--- config.mk ---
export PLATFORM = sky130hd
export DESIGN_NAME = stereo_pattern_generator_flat
export DESIGN_NICKNAME = d
export VERILOG_FILES = /design/src/rtl/stereo_pattern_generator_pkg.sv /design/src/rtl/stereo_pattern_generator_if.sv /design/src/rtl/stereo_pattern_pixel.sv /design/src/rtl/stereo_pattern_generator.sv /design/src/flat_wrapper.sv
export SDC_FILE = /design/constraint.sdc
export NUM_CORES = 1
export LEC_CHECK = 0
export CORE_MARGIN = 1.5
export CORE_UTILIZATION = 30
export DETAILED_ROUTE_END_ITERATION = 16
export SYNTH_ARGS = -nofsm -noshare
export SYNTH_HDL_FRONTEND = slang
export SYNTH_SLANG_ARGS = --single-unit
--- constraint.sdc ---
create_clock -name clk -period 11.99 [get_ports clk]
set_clock_uncertainty 0.2 [all_clocks]
set_input_delay 3.597 -clock clk [delete_from_list [all_inputs] [get_ports clk]]
set_output_delay 3.597 -clock clk [all_outputs]
set_load 0.02 [all_outputs]
--- src/rtl/stereo_pattern_generator_pkg.sv ---
// Shared definitions for the stereo pattern generator: 720p timing defaults,
// pattern codes, FSM states and the counter widths used across the block.
package stereo_pattern_generator_pkg;

    // 720p60 timing defaults (1650 x 750 total)
    localparam int DEF_H_ACTIVE = 1280;
    localparam int DEF_H_FRONT  = 110;
    localparam int DEF_H_SYNC   = 40;
    localparam int DEF_H_BACK   = 220;
    localparam int DEF_V_ACTIVE = 720;
    localparam int DEF_V_FRONT  = 5;
    localparam int DEF_V_SYNC   = 5;
    localparam int DEF_V_BACK   = 20;

    // Counter widths; the right-eye column is one bit wider so col+d never wraps
    localparam int COL_W = 11;
    localparam int ROW_W = 10;
    localparam int XR_W  = 12;
    localparam int PIX_W = 8;

    // Constants used by the pixel patterns
    localparam logic [PIX_W-1:0] FLAT_LEVEL = 8'h80;
    localparam logic [15:0]      HASH_X_MUL = 16'd37;
    localparam logic [15:0]      HASH_Y_MUL = 16'd91;

    typedef enum logic [1:0] {
        PAT_XOR  = 2'd0,
        PAT_RAMP = 2'd1,
        PAT_HASH = 2'd2,
        PAT_FLAT = 2'd3
    } pattern_t;

    typedef enum logic {
        ST_IDLE = 1'b0,
        ST_RUN  = 1'b1
    } gen_state_t;

endpackage

--- src/rtl/stereo_pattern_generator_if.sv ---
// Video output bundle of the stereo pattern generator: timing strobes plus
// the left/right pixel pair. The generator drives it through the master modport.
interface stereo_pattern_generator_if;
    import stereo_pattern_generator_pkg::*;

    logic             de_out;
    logic             h_sync_out;
    logic             v_sync_out;
    logic             frame_start;
    logic [PIX_W-1:0] pixel_left;
    logic [PIX_W-1:0] pixel_right;

    modport master (
        output de_out,
        output h_sync_out,
        output v_sync_out,
        output frame_start,
        output pixel_left,
        output pixel_right
    );

    modport slave (
        input de_out,
        input h_sync_out,
        input v_sync_out,
        input frame_start,
        input pixel_left,
        input pixel_right
    );

endinterface

--- src/rtl/stereo_pattern_pixel.sv ---
// Combinational pattern function P(x,y,sel). Only the low byte of each
// coordinate reaches the result; the hash products are formed at 16 bits
// and truncated to the pixel width.
module stereo_pattern_pixel
    import stereo_pattern_generator_pkg::*;
(
    input  logic [XR_W-1:0]  i_x,
    input  logic [ROW_W-1:0] i_y,
    input  pattern_t         i_sel,
    output logic [PIX_W-1:0] o_pixel
);

    logic [PIX_W-1:0] w_hash;

    assign w_hash = PIX_W'((16'(i_x) * HASH_X_MUL) ^ (16'(i_y) * HASH_Y_MUL));

    // Select the pattern value for this coordinate
    always_comb begin
        o_pixel = '0;
        case (i_sel)
            PAT_XOR:  o_pixel = i_x[7:0] ^ i_y[7:0];
            PAT_RAMP: o_pixel = i_x[7:0];
            PAT_HASH: o_pixel = w_hash;
            PAT_FLAT: o_pixel = FLAT_LEVEL;
        endcase
    end

endmodule

--- src/rtl/stereo_pattern_generator.sv ---
// Stereo test-pattern generator. A column/row raster runs while the FSM is in
// RUN; every output is registered one clock after the (col,row) state that
// produces it. Enable, disparity and pattern are only taken at the clock that
// enters col=0,row=0, so a frame in flight is never disturbed.
module stereo_pattern_generator
    import stereo_pattern_generator_pkg::*;
#(
    parameter int H_ACTIVE = DEF_H_ACTIVE,
    parameter int H_FRONT  = DEF_H_FRONT,
    parameter int H_SYNC   = DEF_H_SYNC,
    parameter int H_BACK   = DEF_H_BACK,
    parameter int V_ACTIVE = DEF_V_ACTIVE,
    parameter int V_FRONT  = DEF_V_FRONT,
    parameter int V_SYNC   = DEF_V_SYNC,
    parameter int V_BACK   = DEF_V_BACK
)(
    input  logic                       clk,
    input  logic                       rst,
    input  logic                       enable,
    input  logic [7:0]                 disparity,
    input  logic [1:0]                 pattern_sel,
    output logic                       clk_out,
    stereo_pattern_generator_if.master video
);

    localparam int H_TOTAL = H_ACTIVE + H_FRONT + H_SYNC + H_BACK;
    localparam int V_TOTAL = V_ACTIVE + V_FRONT + V_SYNC + V_BACK;

    localparam logic [COL_W-1:0] C_COL_LAST = COL_W'(H_TOTAL - 1);
    localparam logic [COL_W-1:0] C_H_ACT    = COL_W'(H_ACTIVE);
    localparam logic [COL_W-1:0] C_HS_BEG   = COL_W'(H_ACTIVE + H_FRONT);
    localparam logic [COL_W-1:0] C_HS_END   = COL_W'(H_ACTIVE + H_FRONT + H_SYNC);
    localparam logic [ROW_W-1:0] C_ROW_LAST = ROW_W'(V_TOTAL - 1);
    localparam logic [ROW_W-1:0] C_V_ACT    = ROW_W'(V_ACTIVE);
    localparam logic [ROW_W-1:0] C_VS_BEG   = ROW_W'(V_ACTIVE + V_FRONT);
    localparam logic [ROW_W-1:0] C_VS_END   = ROW_W'(V_ACTIVE + V_FRONT + V_SYNC);
    localparam logic [XR_W-1:0]  C_XR_ACT   = XR_W'(H_ACTIVE);

    gen_state_t       r_state;
    logic [COL_W-1:0] r_col;
    logic [ROW_W-1:0] r_row;
    logic [7:0]       r_disparity;
    pattern_t         r_pattern;

    logic             w_running;
    logic             w_active;
    logic             w_hsync;
    logic             w_vsync;
    logic             w_origin;
    logic             w_lastCol;
    logic             w_lastRow;
    logic [XR_W-1:0]  w_xLeft;
    logic [XR_W-1:0]  w_xRight;
    logic             w_rightInside;
    logic [PIX_W-1:0] w_leftPix;
    logic [PIX_W-1:0] w_rightPix;

    assign clk_out = clk;

    assign w_running     = (r_state == ST_RUN);
    assign w_active      = w_running && (r_col < C_H_ACT) && (r_row < C_V_ACT);
    assign w_hsync       = w_running && (r_col >= C_HS_BEG) && (r_col < C_HS_END);
    assign w_vsync       = w_running && (r_row >= C_VS_BEG) && (r_row < C_VS_END);
    assign w_origin      = (r_col == '0) && (r_row == '0);
    assign w_lastCol     = (r_col == C_COL_LAST);
    assign w_lastRow     = (r_row == C_ROW_LAST);
    assign w_xLeft       = XR_W'(r_col);
    assign w_xRight      = XR_W'(r_col) + XR_W'(r_disparity);
    assign w_rightInside = (w_xRight < C_XR_ACT);

    stereo_pattern_pixel u_pixelLeft (
        .i_x     (w_xLeft),
        .i_y     (r_row),
        .i_sel   (r_pattern),
        .o_pixel (w_leftPix)
    );

    stereo_pattern_pixel u_pixelRight (
        .i_x     (w_xRight),
        .i_y     (r_row),
        .i_sel   (r_pattern),
        .o_pixel (w_rightPix)
    );

    // FSM, raster counters, frame-boundary latches and registered video outputs
    always_ff @(posedge clk or posedge rst) begin
        if (rst) begin
            r_state           <= ST_IDLE;
            r_col             <= '0;
            r_row             <= '0;
            r_disparity       <= '0;
            r_pattern         <= PAT_XOR;
            video.de_out      <= 1'b0;
            video.h_sync_out  <= 1'b0;
            video.v_sync_out  <= 1'b0;
            video.frame_start <= 1'b0;
            video.pixel_left  <= '0;
            video.pixel_right <= '0;
        end else begin
            video.de_out      <= w_active;
            video.h_sync_out  <= w_hsync;
            video.v_sync_out  <= w_vsync;
            video.frame_start <= w_active && w_origin;
            video.pixel_left  <= w_active ? w_leftPix : '0;
            video.pixel_right <= (w_active && w_rightInside) ? w_rightPix : '0;

            case (r_state)
                ST_IDLE: begin
                    r_col <= '0;
                    r_row <= '0;
                    if (enable) begin
                        r_state     <= ST_RUN;
                        r_disparity <= disparity;
                        r_pattern   <= pattern_t'(pattern_sel);
                    end
                end
                ST_RUN: begin
                    if (w_lastCol) begin
                        r_col <= '0;
                        if (w_lastRow) begin
                            r_row <= '0;
                            if (enable) begin
                                r_disparity <= disparity;
                                r_pattern   <= pattern_t'(pattern_sel);
                            end else begin
                                r_state <= ST_IDLE;
                            end
                        end else begin
                            r_row <= r_row + ROW_W'(1);
                        end
                    end else begin
                        r_col <= r_col + COL_W'(1);
                    end
                end
                default: r_state <= ST_IDLE;
            endcase
        end
    end

endmodule

--- src/flat_wrapper.sv ---
// flat-port wrapper written by rule: the top's interface ports become plain ports
module stereo_pattern_generator_flat import stereo_pattern_generator_pkg::*;
#(
    parameter int H_ACTIVE = DEF_H_ACTIVE,
    parameter int H_FRONT  = DEF_H_FRONT,
    parameter int H_SYNC   = DEF_H_SYNC,
    parameter int H_BACK   = DEF_H_BACK,
    parameter int V_ACTIVE = DEF_V_ACTIVE,
    parameter int V_FRONT  = DEF_V_FRONT,
    parameter int V_SYNC   = DEF_V_SYNC,
    parameter int V_BACK   = DEF_V_BACK
)
  (clk, rst, enable, disparity, pattern_sel, clk_out, video_de_out, video_h_sync_out, video_v_sync_out, video_frame_start, video_pixel_left, video_pixel_right);
  stereo_pattern_generator_if video_i ();
  input  logic clk;
  input  logic rst;
  input  logic enable;
  input  logic [7:0] disparity;
  input  logic [1:0] pattern_sel;
  output logic clk_out;
  output wire logic [$bits(video_i.de_out)-1:0] video_de_out;
  output wire logic [$bits(video_i.h_sync_out)-1:0] video_h_sync_out;
  output wire logic [$bits(video_i.v_sync_out)-1:0] video_v_sync_out;
  output wire logic [$bits(video_i.frame_start)-1:0] video_frame_start;
  output wire logic [$bits(video_i.pixel_left)-1:0] video_pixel_left;
  output wire logic [$bits(video_i.pixel_right)-1:0] video_pixel_right;
  assign video_de_out = video_i.de_out;
  assign video_h_sync_out = video_i.h_sync_out;
  assign video_v_sync_out = video_i.v_sync_out;
  assign video_frame_start = video_i.frame_start;
  assign video_pixel_left = video_i.pixel_left;
  assign video_pixel_right = video_i.pixel_right;
  stereo_pattern_generator #(.H_ACTIVE(H_ACTIVE), .H_FRONT(H_FRONT), .H_SYNC(H_SYNC), .H_BACK(H_BACK), .V_ACTIVE(V_ACTIVE), .V_FRONT(V_FRONT), .V_SYNC(V_SYNC), .V_BACK(V_BACK)) u_core (.clk(clk), .rst(rst), .enable(enable), .disparity(disparity), .pattern_sel(pattern_sel), .clk_out(clk_out), .video(video_i));
endmodule
==> results_dict.tcl <==
set metrics [dict create \
    required_ns 8.19 \
    synthCells 450 \
    syn-num-nets 530 \
    crit_path_end_kind "output pin" \
    finalPower_w 0.0004139 \
    hold_viol_final 0 \
    syn_to_final_growth_pct 16.76 \
    switchingPower_w 0.00008226 \
    rrSetupSlack_ns 6.82 \
    first_global_vias 3258 \
    path_clk_slew_ns 0.06 \
    synthFlopType "dfrtp_1" \
    ys_warn_count 0 \
    worst_pin_slew_ns 1.081 \
    syn_area_mm2 0.004254 \
    start_util 0.3065 \
    crit_type "clock port to output pin" \
    cts_resized 0 \
    cts_tree "built" \
    cts_setup_buffers 0 \
    path_buf_inv 3 \
    grt_pass1_wl_mm 16.37 \
    r2r_end "u_core.video.pixel_right[7]$_DFF_PP0_" \
    final_nets 550 \
    grt-ovfl-total 0 \
    hp-class "register to register" \
    cts_hold_buf 0 \
    ant_nets 0 \
    wl_mm 9.922 \
    powerDensity_mw_per_mm2 83.33 \
    hpwl_mm 7.382 \
    die_w_um 122.1 \
    crit_start "clk" \
    clkPwrFrac 0.558 \
    port_buffers 33 \
    worst_path_max_delay_cell "clkdlybuf4s50_1" \
    synth.ff_latch_count 52 \
    drtPass1Iterations 4 \
    hold_depth 1 \
    diodes 0 \
    async_flop_share 1.000 \
    r2r-start "u_core.r_col[0]$_DFF_PP0_" \
    ys_seq_area_frac 0.3059 \
    io_pins 34 \
    die_height_um 122.1 \
    cp_common_cell "clkbuf_16" \
    status "finished, final reports clean" \
    wire_per_inst_um 15.24 \
    grt_use_total 0.1436 \
    route.detailed.drc 0 \
    power.internal_w 0.0003317 \
    critPathLaunchType "clock port" \
    cp_data_arrival_time_ns 6.77 \
    drtIter0Drc 134 \
    total_leakage_power_nw 2.389 \
    worstPathMaxFanout 2 \
    antenna_found_initial 0 \
    die_area_mm2 0.01490 \
    viasPerCell 4.966 \
    finalMaxSlewViolations 0 \
    row_count 43 \
    r2r_cells 19 \
    tns_ns 0 \
    cap_violations 0 \
    p_sw_frac 0.1987 \
    setup_viol 0 \
    seqPwrFrac 0.423 \
    crit_end "clk_out" \
    coreArea_mm2 0.01388 \
    avgSynthCellArea_um2 9.454 \
    cpLargestDelayFamily "buffers and inverters" \
    rsz0062_at_grt "false" \
    clk_latency_ns 0.41 \
    gp_congestion 0.8412 \
    vias 3233 \
    combPwrFrac 0.018 \
    grt_max_degree 53 \
    synth_edf_count 0 \
    slowest_delay_ns 0.52 \
    crit_cells 3 \
    synth.distinct_cells 53 \
    irDropWorstVdd_mv 0.09915 \
    crit_chain "clkbuf_16 > clkbuf_16 > clkdlybuf4s50_1" \
    drive_gt1_frac 0.06582 \
    maxSlewHeadroom 0.2795 \
]
[state kept, by name, summed over array words and instances (netlist names), 2 cells and up]
| register | count |
|---|---|
| u_core.r_col | 11 |
| u_core.r_disparity | 8 |
| u_core.r_pattern | 2 |
| u_core.r_row | 10 |
| u_core.video.pixel_left | 8 |
| u_core.video.pixel_right | 8 |
[worst reg2reg max path: cells and delay by family, from the launching register on]
kind | cells | cell delay, ns
xor gates and xnor gates | 5 | 0.79
adders and majority gates | 6 | 2.20
AOI/OAI and AO/OA | 6 | 1.24
DFF | 1 | 0.55
buffers and inverters | 2 | 0.09
[placed cells by master, fill, tap and decap left out, types with 4 or more instances in the layout]
cell             instances
xnor2_1                 36
dfrtp_1                 52
nand2_1                 20
nand3_1                 13
clkbuf_16                8
and3_1                   5
inv_1                   38
o21ai_0                 11
mux2i_1                  4
nor2_1                  45
a22oi_1                  9
clkdlybuf4s50_1         33
nand4_1                  4
a21o_1                   7
nor3_1                   6
mux2_2                  10
fa_1                    10
xor2_1                  18
a21oi_1                 31
ha_1                    57
nand2b_1                 4
[per-stage QoR]
step                      instances  hold WS (ns)  utilization  cell area (um^2)  worst slack [ns]
after floorplan                 450        0.2862            -              4254             2.064
after global placement          640        0.3074       0.3396              4715             1.690
after detailed placement        640        0.3139       0.3396              4715             1.690
after CTS                       651        0.3284       0.3579              4967             1.418
after global routing            651        0.3591       0.3579              4967             1.409
final                           651        0.3305       0.3579              4967             1.428
[how the worst min path moves through the flow]
| stage | start | end | slack [ns] |
|---|---|---|---|
| 6_report | u_core.r_disparity[2]$_DFFE_PP0P_ | u_core.r_disparity[2]$_DFFE_PP0P_ | 0.33 |
| 5_1_grt | u_core.r_disparity[3]$_DFFE_PP0P_ | u_core.r_disparity[3]$_DFFE_PP0P_ | 0.36 |
| 4_1_cts | u_core.r_disparity[2]$_DFFE_PP0P_ | u_core.r_disparity[2]$_DFFE_PP0P_ | 0.33 |
| 3_5_place_dp | u_core.r_disparity[2]$_DFFE_PP0P_ | u_core.r_disparity[2]$_DFFE_PP0P_ | 0.31 |
| 3_3_place_gp | u_core.r_disparity[4]$_DFFE_PP0P_ | u_core.r_disparity[4]$_DFFE_PP0P_ | 0.31 |
| 2_1_floorplan | u_core.r_disparity[0]$_DFFE_PP0P_ | u_core.r_disparity[0]$_DFFE_PP0P_ | 0.29 |
[power by group through the flow]
| stage | Sequential [W] | Combinational [W] | Clock [W] |
|---|---|---|---|
| after detailed placement | 0.000179 | 0.00000800 | 0.0000112 |
| after global placement | 0.000179 | 0.00000776 | 0.0000112 |
| final | 0.000175 | 0.00000751 | 0.000231 |
| after global routing | 0.000175 | 0.00000860 | 0.000245 |
| after floorplan | 0.000179 | 0.00000266 | 0.00000974 |
| after CTS | 0.000175 | 0.00000800 | 0.000236 |
[Yosys cell counts, drive strengths merged, types with 3 or more instances]
cell type   n  area (um^2)
a211oi      3        27.52
a21o        7        52.55
a21oi      31        155.2
a22oi       9        67.56
and3        5        31.28
buf         6        31.28
clkbuf     17        63.81
dfrtp      52         1301
fa         10        200.2
ha         57        713.2
inv        39        146.4
mux2       10        112.6
mux2i       4        40.04
nand2      21        81.33
nand2b      4        25.02
nand3      13        65.06
nand4       4        25.02
nor2       45        168.9
nor2b       3        18.77
nor3        6        30.03
nor4        4        37.53
nor4b       3        26.28
o21ai      13        72.57
xnor2      37        331.6
xor2       20        190.2
[per-layer routing]
layer  routed length (um)  vias up  track usage
li1                     -     1575            -
met1                 4554     1577       0.1861
met2                 4777       70       0.2356
met3                  411       11      0.02903
met4                  179        0      0.05523
met5                    0        -            0
[area by class of cell]
class | count | area (um^2)
Tap cell | 180 | 225.2
Fill cell | 1412 | 8914
Clock buffer | 10 | 224.0
Clock inverter | 2 | 38.79
Sequential cell | 52 | 1301
Multi-Input combinational cell | 336 | 2711
Timing Repair Buffer | 32 | 320.3
Inverter | 39 | 146.4
[cells by family (layout without fill, tap and decap cells)]
logic type / after synthesis / count (layout) / share of synthesized area
AO/OA/AOI/OAI: 78 / 78 / 0.1162
XOR/XNOR: 59 / 59 / 0.1332
adder cells (fa/ha/maj): 67 / 67 / 0.2147
buffers and inverters: 62 / 83 / 0.05676
flip-flops: 52 / 52 / 0.3059
multiplexers: 14 / 14 / 0.03588
AND/OR/NAND/NOR: 118 / 118 / 0.1374
No activity file was read; power rests on OpenSTA's default activity.
